$ cat src/rtl/fwd_pkg.sv
// Shared definitions for the operand-forwarding / interlock controller.
// Holds the forward-select constants, stage indices, the tracking-table
// entry type and the select-width helper.
package fwd_pkg;

  localparam int unsigned FWD_RF  = 0;  // select value: operand from register file
  localparam int unsigned STG_EX  = 0;
  localparam int unsigned STG_MEM = 1;
  localparam int unsigned STG_WB  = 2;

  // Widest register address the table can hold; narrower addresses are
  // zero-extended on entry, so comparisons stay exact.
  localparam int unsigned FWD_AW_MAX = 8;

  typedef struct packed {
    logic                  v;   // entry writes a nonzero register
    logic [FWD_AW_MAX-1:0] rd;  // destination register
    logic                  ld;  // result comes from memory
  } pipe_entry_t;

  function automatic int unsigned f_selw(input int unsigned depth);
    return (depth > 1) ? $clog2(depth) : 1;
  endfunction

endpackage

$ cat src/rtl/fwd_match.sv
// Per-operand priority comparator.
//   i_use   : operand is read in EX
//   i_reg   : source register address
//   i_pipe  : forwardable tracking entries, [0] = instruction now in EX
//   o_hit   : an in-flight producer was found
//   o_sel   : forward select (stage index of the producer next cycle)
//   o_is_ld : the winning producer is a load
module fwd_match
  import fwd_pkg::*;
#(
  parameter int unsigned REG_AW = 5,
  parameter int unsigned DEPTH  = 3,
  parameter int unsigned SELW   = 2
) (
  input  logic                    i_use,
  input  logic [REG_AW-1:0]       i_reg,
  input  pipe_entry_t [DEPTH-2:0] i_pipe,
  output logic                    o_hit,
  output logic [SELW-1:0]         o_sel,
  output logic                    o_is_ld
);

  always_comb begin
    o_hit   = 1'b0;
    o_sel   = SELW'(FWD_RF);
    o_is_ld = 1'b0;
    if (i_use && (i_reg != '0)) begin
      // Ascending scan with first-hit latch: the youngest producer wins.
      for (int unsigned j = STG_EX; j < DEPTH - 1; j++) begin
        if (!o_hit && i_pipe[j].v && (i_pipe[j].rd == FWD_AW_MAX'(i_reg))) begin
          o_hit   = 1'b1;
          o_sel   = SELW'(j + 1);
          o_is_ld = i_pipe[j].ld;
        end
      end
    end
  end

endmodule

$ cat src/rtl/fwd_hazard_unit.sv
// Operand-forwarding and interlock controller for the five-stage pipeline.
// Tracks in-flight register writes from decode onwards, registers the
// EX-stage forward selects and raises a decode stall on load-use and
// MDU-busy hazards.
//   i_clk, i_rst          : clock, async active-high reset
//   i_hold                : global freeze of all state
//   i_flush               : kill the ID instruction (bubble into EX)
//   i_id_*                : decoded ID-stage instruction fields
//   o_stall               : hold IF/ID, insert bubble (combinational)
//   o_fwd_a, o_fwd_b      : registered EX operand selects (0 = register file)
//   o_mdu_busy            : MDU countdown active
//   o_stall_cnt           : stalled-cycle counter, wraps
module fwd_hazard_unit
  import fwd_pkg::*;
#(
  parameter  int unsigned REG_AW   = 5,
  parameter  int unsigned DEPTH    = 3,
  parameter  int unsigned LD_STAGE = STG_WB,
  parameter  int unsigned MDU_LAT  = 4,
  localparam int unsigned SELW     = f_selw(DEPTH)
) (
  input  logic              i_clk,
  input  logic              i_rst,
  input  logic              i_hold,
  input  logic              i_flush,
  input  logic              i_id_valid,
  input  logic [REG_AW-1:0] i_id_rs,
  input  logic [REG_AW-1:0] i_id_rt,
  input  logic              i_id_use_rs,
  input  logic              i_id_use_rt,
  input  logic              i_id_wr,
  input  logic [REG_AW-1:0] i_id_rd,
  input  logic              i_id_is_load,
  input  logic              i_id_is_mdu,
  input  logic              i_id_use_hilo,
  output logic              o_stall,
  output logic [SELW-1:0]   o_fwd_a,
  output logic [SELW-1:0]   o_fwd_b,
  output logic              o_mdu_busy,
  output logic [31:0]       o_stall_cnt
);

  localparam int unsigned CNTW = $clog2(MDU_LAT + 1);

  typedef enum logic {
    MDU_IDLE,
    MDU_BUSY
  } mdu_state_t;

  // The last stage (WB) is never forwarded because the register file is
  // write-through, so only entries 0..DEPTH-2 are stored.
  pipe_entry_t [DEPTH-2:0] r_pipe;
  mdu_state_t              r_mdu_state;
  logic [CNTW-1:0]         r_mdu_cnt;
  logic [SELW-1:0]         r_fwd_a;
  logic [SELW-1:0]         r_fwd_b;
  logic [31:0]             r_stall_cnt;

  logic            w_hit_a, w_hit_b, w_ld_a, w_ld_b;
  logic [SELW-1:0] w_sel_a, w_sel_b;
  logic            w_load_use, w_mdu_stall, w_stall, w_accept;
  pipe_entry_t     w_new;

  fwd_match #(.REG_AW(REG_AW), .DEPTH(DEPTH), .SELW(SELW)) u_match_rs (
    .i_use   (i_id_use_rs),
    .i_reg   (i_id_rs),
    .i_pipe  (r_pipe),
    .o_hit   (w_hit_a),
    .o_sel   (w_sel_a),
    .o_is_ld (w_ld_a)
  );

  fwd_match #(.REG_AW(REG_AW), .DEPTH(DEPTH), .SELW(SELW)) u_match_rt (
    .i_use   (i_id_use_rt),
    .i_reg   (i_id_rt),
    .i_pipe  (r_pipe),
    .o_hit   (w_hit_b),
    .o_sel   (w_sel_b),
    .o_is_ld (w_ld_b)
  );

  always_comb begin
    w_load_use  = (w_hit_a && w_ld_a && (32'(w_sel_a) < LD_STAGE)) ||
                  (w_hit_b && w_ld_b && (32'(w_sel_b) < LD_STAGE));
    w_mdu_stall = (r_mdu_state == MDU_BUSY) && (i_id_use_hilo || i_id_is_mdu);
    w_stall     = i_id_valid && !i_flush && !i_rst && (w_load_use || w_mdu_stall);
    w_accept    = i_id_valid && !w_stall && !i_flush;
    w_new       = '0;
    if (w_accept) begin
      w_new.v  = i_id_wr && (i_id_rd != '0);
      w_new.rd = FWD_AW_MAX'(i_id_rd);
      w_new.ld = i_id_is_load;
    end
  end

  always_ff @(posedge i_clk or posedge i_rst) begin
    if (i_rst) begin
      r_pipe      <= '0;
      r_fwd_a     <= '0;
      r_fwd_b     <= '0;
      r_stall_cnt <= '0;
    end else if (!i_hold) begin
      r_pipe[0] <= w_new;
      for (int unsigned k = 1; k < DEPTH - 1; k++) begin
        r_pipe[k] <= r_pipe[k-1];
      end
      r_fwd_a <= w_accept ? w_sel_a : '0;
      r_fwd_b <= w_accept ? w_sel_b : '0;
      if (w_stall) begin
        r_stall_cnt <= r_stall_cnt + 32'd1;
      end
    end
  end

  // MDU countdown; an MDU issue is only accepted in IDLE because any
  // is_mdu instruction stalls while BUSY.
  always_ff @(posedge i_clk or posedge i_rst) begin
    if (i_rst) begin
      r_mdu_state <= MDU_IDLE;
      r_mdu_cnt   <= '0;
    end else if (!i_hold) begin
      case (r_mdu_state)
        MDU_IDLE: begin
          if (w_accept && i_id_is_mdu) begin
            r_mdu_cnt   <= CNTW'(MDU_LAT);
            r_mdu_state <= MDU_BUSY;
          end
        end
        MDU_BUSY: begin
          if (r_mdu_cnt == CNTW'(1)) begin
            r_mdu_cnt   <= '0;
            r_mdu_state <= MDU_IDLE;
          end else begin
            r_mdu_cnt <= r_mdu_cnt - 1'b1;
          end
        end
        default: begin
          r_mdu_cnt   <= '0;
          r_mdu_state <= MDU_IDLE;
        end
      endcase
    end
  end

  assign o_stall     = w_stall;
  assign o_fwd_a     = r_fwd_a;
  assign o_fwd_b     = r_fwd_b;
  assign o_mdu_busy  = (r_mdu_state == MDU_BUSY);
  assign o_stall_cnt = r_stall_cnt;

endmodule

$ cat config.mk
export PLATFORM = sky130hd
export DESIGN_NAME = fwd_hazard_unit
export DESIGN_NICKNAME = d
export VERILOG_FILES = /design/src/rtl/fwd_pkg.sv /design/src/rtl/fwd_match.sv /design/src/rtl/fwd_hazard_unit.sv
export SDC_FILE = /design/constraint.sdc
export NUM_CORES = 1
export LEC_CHECK = 0
export CAP_MARGIN = 15
export CORE_AREA = 8 8 89 91
export DETAILED_ROUTE_END_ITERATION = 12
export DIE_AREA = 0 0 97 99
export PLACE_DENSITY = 0.71
export SLEW_MARGIN = 20
export SYNTH_ARGS = -nofsm -noshare
export SYNTH_HDL_FRONTEND = slang
export SYNTH_HIERARCHICAL = 1
export SYNTH_SLANG_ARGS = --single-unit
$ cat constraint.sdc
create_clock -name i_clk -period 3.4 [get_ports i_clk]
set_clock_uncertainty 0.1 [all_clocks]
set_input_delay 0.34 -clock i_clk [delete_from_list [all_inputs] [get_ports i_clk]]
set_output_delay 0.34 -clock i_clk [all_outputs]
set_load 0.005 [all_outputs]
== Yosys cells after proc, flatten, opt, wreduce, memory -nomap -nowiden ==
Index checks and enable logic that the tools add are counted.
Cells by class
  $add $sub $neg: 2
  magnitude comparators: 2
  eq/ne operators: 6
  muxes and demuxes: 29
  bitwise logic cells: 2
  reductions and logical operators: 33
Operators with widths (count)
  $add A32 B1 Y32 const B: 1
  $eq A8 B5 Y1: 4
  $logic_and A1 B1 Y1: 20
  $mux W1: 18
  $reduce_bool A5 Y1: 3
  $mux W2: 6
  $mux W10: 1
  $mux W3: 2
  $pmux W3 S2: 1
  $logic_not A1 Y1: 5
  $lt A2 B2 Y1 const B: 2
  $reduce_and A2 Y1: 2
  $eq A3 B1 Y1 const B: 1
  $logic_or A1 B1 Y1: 3
  $sub A3 B1 Y3 const B: 1
  $ne A2 B2 Y1 const B: 1
  $not A1 Y1: 2
  $pmux W1 S2: 1
Storage, ports and cells
  register bits after elaboration: 60
  input bits: 26
  output and inout port bits: 38
  word-level logic and storage cells: 85

== Depth between registers and ports, before layout ==
  word-level depth: 20
  depth in mapped cells: 11
  mapped depth without buffers: 10

== Modules after synthesis ==
Netlist, hierarchy kept.
By module, submodules not included
  fwd_hazard_unit: instances 1, cells an instance 209, area each 2428.6 sq um, sequential area each 1351.3 sq um
  fwd_match: instances 2, cells an instance 30, area each 211.5 sq um, sequential area each 0.0 sq um

== Least setup slack after synthesis ==
OpenSTA, ideal clock, no wires.
  path kind: flip-flop to flip-flop
  start: register r_pipe[9] in the netlist's numbering
  end: register r_stall_cnt[31], in the netlist o_stall_cnt[31]
  setup time: 0.123 ns
  arrival time: 2.763 ns
  required time: 3.177 ns
  path slack: 0.414 ns
  stages on the path, launching flop included: 11
  path buffers: 0
  period minus slack after synthesis: 2.986 ns
  cell sequence: dfrtp_1 > or4b_4 > nand2b_1 > or4b_1 > nand2_1 > nor2_1 > nand4bb_1 > o211ai_1 > nand4_1 > or4_4 > xnor2_2
On the way
  longest elaborated chain between the ends: 14
  elaborated cells between the ends (all ways): 38
  classes of those cells: order compare: 2; mux: 20; reduce/logical: 16
Ends and longest elaborated chain
  from (decl): line fwd_hazard_unit.sv:52  | pipe_entry_t [DEPTH-2:0] r_pipe;
  from (signal, indexed assignment): line fwd_hazard_unit.sv:105  | r_pipe[k] <= r_pipe[k-1];
  $logic_and A1 B1 Y1: line fwd_match.sv:30  | if (!o_hit && i_pipe[j].v && (i_pipe[j].rd == FWD_AW_MAX'(i_reg))) begin
  $mux W1: line fwd_match.sv:30
  $mux W1: line fwd_match.sv:27  | if (i_use && (i_reg != '0)) begin
  $logic_not A1 Y1: line fwd_match.sv:30
  $logic_and A1 B1 Y1 (2 in series): line fwd_match.sv:30
  $mux W2: line fwd_match.sv:30
  $mux W2: line fwd_match.sv:27
  via w_sel_b[1]: line fwd_hazard_unit.sv:60  | logic [SELW-1:0] w_sel_a, w_sel_b;
  $lt A2 B2 Y1: line fwd_hazard_unit.sv:84  | (w_hit_b && w_ld_b && (32'(w_sel_b) < LD_STAGE));
  $logic_and A1 B1 Y1: line fwd_hazard_unit.sv:84
  $logic_or A1 B1 Y1: line fwd_hazard_unit.sv:83  | w_load_use = (w_hit_a && w_ld_a && (32'(w_sel_a) < LD_STAGE)) ||
  $logic_or A1 B1 Y1: line fwd_hazard_unit.sv:86  | w_stall = i_id_valid && !i_flush && !i_rst && (w_load_use || w_mdu_stall);
  $logic_and A1 B1 Y1: line fwd_hazard_unit.sv:86
  $reduce_and A2 Y1 (no source line)
  to (signal assigned): line fwd_hazard_unit.sv:110  | r_stall_cnt <= r_stall_cnt + 32'd1;
  to (decl): line fwd_hazard_unit.sv:57  | logic [31:0] r_stall_cnt;
The timed path passes the listed nets, and every way through them passes these cells. The select of a mux whose other input is x is not followed.
A chain may end at the register's enable or synchronous reset.

== Worst setup path after layout ==
  start: register r_pipe[9] in the netlist's numbering
  end: output o_stall
On the way
  longest elaborated chain between the ends: 13
  elaborated cells between the ends (all ways): 37
  classes of those cells: order compare: 2; mux: 20; reduce/logical: 15
Ends and longest elaborated chain
  $logic_and A1 B1 Y1: line fwd_match.sv:30
  $mux W1: line fwd_match.sv:30
  $mux W1: line fwd_match.sv:27
  $logic_not A1 Y1: line fwd_match.sv:30
  $logic_and A1 B1 Y1 (2 in series): line fwd_match.sv:30
  $mux W2: line fwd_match.sv:30
  $mux W2: line fwd_match.sv:27
  via w_sel_b[1]: line fwd_hazard_unit.sv:60
  $lt A2 B2 Y1: line fwd_hazard_unit.sv:84
  $logic_and A1 B1 Y1: line fwd_hazard_unit.sv:84
  $logic_or A1 B1 Y1: line fwd_hazard_unit.sv:83
  $logic_or A1 B1 Y1: line fwd_hazard_unit.sv:86
  $logic_and A1 B1 Y1: line fwd_hazard_unit.sv:86
  to (decl): line fwd_hazard_unit.sv:36  | output logic o_stall,
The timed path passes the listed nets, and every way through them passes these cells. The select of a mux whose other input is x is not followed.

==> flow_summary_export.csv <==
group,metric,value,unit
run_status,run_status,"complete, no violations",
worst_setup_path,worst_path_max_delay_cell,"or4b_4",
timing,finalSetupViolCount,0,
timing,worst_pin_slew,773,ps
layout,synthToLayoutAreaGrowth,35.0,%
cts,worst_setup_hold_path_clk_slew,90,ps
global_route,grt_first_pass_wirelength,11500,um
placed_design,place_inst,437,
timing,timing.final.max_slew_violations,0,
placed_design,finalWeightedCongestion,0.836,
routing,avgRoutedWirePerCell,15.3,um
global_route,grt.total_usage,14.3,%
power_and_ir_drop,cellLeakagePower,1.69,nW
layout,post_route_cells_drive_above_1_share,13.4,%
placed_design,io_buffers,63,
timing,timing.max_slew.rel_slack,48.4,%
logic_synthesis,netlist_area,0.00285,mm2
worst_setup_path,worst_setup_path_start_kind,"flip-flop",
routing,drt_first_iter_violations,58,
power_and_ir_drop,total_power,1.42,mW
cts,clock_insertion_delay_worst_skew,310,ps
timing,min_period_over_period,96.3,%
cts,clock_tree.buffer_depth,2,
flow_run,maxCapViolCount,0,
worst_setup_path,slowest_delay,490,ps
routing,routed-via-count,2281,
global_route,grt_overflow_total,0,
cts,clock_sinks,54,
logic_synthesis,seq_area_frac_synth,47.4,%
placed_design,place.detailed.hpwl,5400,um
placed_design,setup_slack_placement,-79.8,ps
cts,total_clock_buffers_created_by_cts,5,
timing,setup_tns,0,ps
global_route,first_global_vias,2384,
cts,tritoncts,"done",
layout,stdcell_count,446,
timing,timing.fmax,305,MHz
timing,timing_hold_violations_final,0,
worst_hold_path,worstHoldPathType,"flip-flop to flip-flop",
die,die_h,99,um
die,num_rows,30,
timing,worst_hold_slack,403,ps
routing,detail-route-antenna-nets,0,
layout,num-fill-cells,554,
die,die-area,0.00960,mm2
timing,final.setup.worst_slack,125,ps
worst_setup_path,critical_path.endpoint_type,"output port",
cts,clk_tree_root_cell,"clkbuf_8",
logic_synthesis,gate_count_of_the_mapped_netlist,269,
layout,fin_nets,394,
routing,drt_wl_total,6840,um
die,chipWidth,97,um
cts,ctsHtreeMaxLevel,2,
logic_synthesis,synth-async-reset-ratio,100,%
placed_design,placed_standard_cell_area,0.00374,mm2
worst_setup_path,critPathKind,"flip-flop to output port",
layout,post-route-util,58.6,%
routing,detail_routed_via_count_per_cell,5.11,
die,floorplan.initialDensity,43.4,%
worst_setup_path,critPathMaxFanout,4,
logic_synthesis,synth_enable_flop_cells,0,
worst_setup_path,timing.critical_path.cells,"or4b_4, nand2b_1, or4b_1, nand2_1, nor2_1, nand4bb_1, o211a_1, nor3b_2, dlygate4sd2_1",
logic_synthesis,ys.warnings.count,6,
timing,finalWorstPathRequiredPeriod,3270,ps
routing,drt-pass1-iter-count,4,
layout,antenna-diode-count,0,
timing,rsz0062_at_grt,"no",
layout,layout.cell_area.non_filler,0.00385,mm2
logic_synthesis,synth.avg_cell_area,10.6,um2
logic_synthesis,synthDistinctLibCells,45,
power_and_ir_drop,p_per_area,368,mW/mm2
worst_setup_path,worstPathArrival,2830,ps
power_and_ir_drop,ir_drop,305,uV
routing,drt_drc_violations_left,0,
die,core_area,0.00657,mm2
global_route,grt_start_max_net_pins,37,
die,io-pin-count,64,
logic_synthesis,yosys_most_used_dff,"dfrtp_1",
logic_synthesis,synth.ff_latch_count,54,
worst_setup_path,cp_data_required_time,2960,ps
global_route,antenna_found_initial,0,
-- final cells by class --
type | count | area [um2] | area share (%)
timing repair buffer | 84 | 787 | 20.4
inverter | 10 | 37.5 | 0.975
tap | 80 | 100 | 2.60
sequential | 54 | 1350 | 35.1
clock buffer | 7 | 86.3 | 2.24
multi-input combinational | 210 | 1480 | 38.4
clock inverter | 1 | 8.76 | 0.227
-- per-layer routing --
layer  up-vias  track usage [%]  wire (um)
li1       1121                -          -
met1      1112             17.2       3090
met2        36             24.2       3390
met3        12             3.36        215
met4         0             5.33        143
met5         -                0          0
-- sequential cells by signal, summed over array words and instances, names as in the netlist --
name         flops
o_fwd_b          2
r_pipe          14
r_mdu_cnt        3
o_stall_cnt     32
o_mdu_busy       1
o_fwd_a          2
-- worst paths after layout --
path	startpoint	to	slack, ps	cells past startpoint
worst max-delay path	r_pipe[9]	o_stall	130	9
worst min-delay path	o_stall_cnt[22]	o_stall_cnt[22]	400	1
worst max register to register	r_pipe[9]	o_stall_cnt[31]	250	10
worst min register to register	o_stall_cnt[22]	o_stall_cnt[22]	400	1
max in group asynchronous	i_rst	r_mdu_cnt[0]	2050	3
min in group asynchronous	i_rst	o_stall_cnt[6]	510	2
-- power by group --
group | total, mW | internal, mW | leakage (nW) | switching, mW
sequential | 0.748 | 0.692 | 0.722 | 0.0558
combinational | 0.288 | 0.162 | 0.921 | 0.126
clock | 0.379 | 0.169 | 0.0489 | 0.210
total | 1.42 | 1.02 | 1.69 | 0.392
-- synth_stat cells (2+ instances only) --
cell        n  area (um2)
dfrtp_1    54        1350
xnor2_1    31         272
xor2_1     19         166
nor2_1     18        67.6
nand2_1    17        63.8
nand3_1    15        75.1
nor3_1     14        70.1
nand4_1    11        68.8
a22o_1     10        87.6
inv_1      10        37.5
mux2_2      8        90.1
a21oi_1     5        25.0
nand2b_1    4        25.0
and3_1      3        18.8
and4_1      3        26.3
clkbuf_1    3        11.3
ha_1        3        37.5
o21ai_0     3        15.0
and2_1      2        12.5
buf_1       2        7.51
nand4bb_1   2        22.5
nor2b_1     2        12.5
nor3b_1     2        15.0
nor4b_1     2        17.5
or2_0       2        12.5
or3_4       2        22.5
or4_1       2        15.0
or4b_1      2        20.0
or4b_4      2        27.5
-- cell families (layout without fill, tap and decap cells) --
group	after synthesis	in the layout	share of synthesized area, %
AND/OR/NAND/NOR	112	112	23.4
flip-flops	54	54	47.4
XOR/XNOR	51	51	15.9
AO/OA/AOI/OAI	23	23	5.97
buffers and inverters	16	102	2.37
multiplexers	9	9	3.51
adder cells (fa/ha/maj)	3	3	1.32
other	1	12	0.132
-- timing repair --
action,in CTS,in global routing
resized for setup,2,0
buffers inserted,1,0
endpoints found under the setup margin,1,0
hold buffers,0,0
-- cells in the final DEF (no fill, tap or decap), types with 11 or more instances in the layout --
master,netlist,final
dfrtp_1,54,54
nand2_1,17,17
buf_4,0,21
xor2_1,19,19
xnor2_1,31,31
nand3_1,15,15
clkdlybuf4s50_1,0,62
nand4_1,11,11
nor3_1,14,14
conb_1,1,12
nor2_1,18,18
-- critical path: cells and delay by family (launching register included) --
| kind | cells | cell delay [ps] |
|---|---|---|
| flip-flops | 1 | 410 |
| AO/OA/AOI/OAI | 1 | 190 |
| buffers and inverters | 1 | 260 |
| AND/OR/NAND/NOR | 7 | 1660 |
Note: power is estimated with default switching activity, not from simulation.
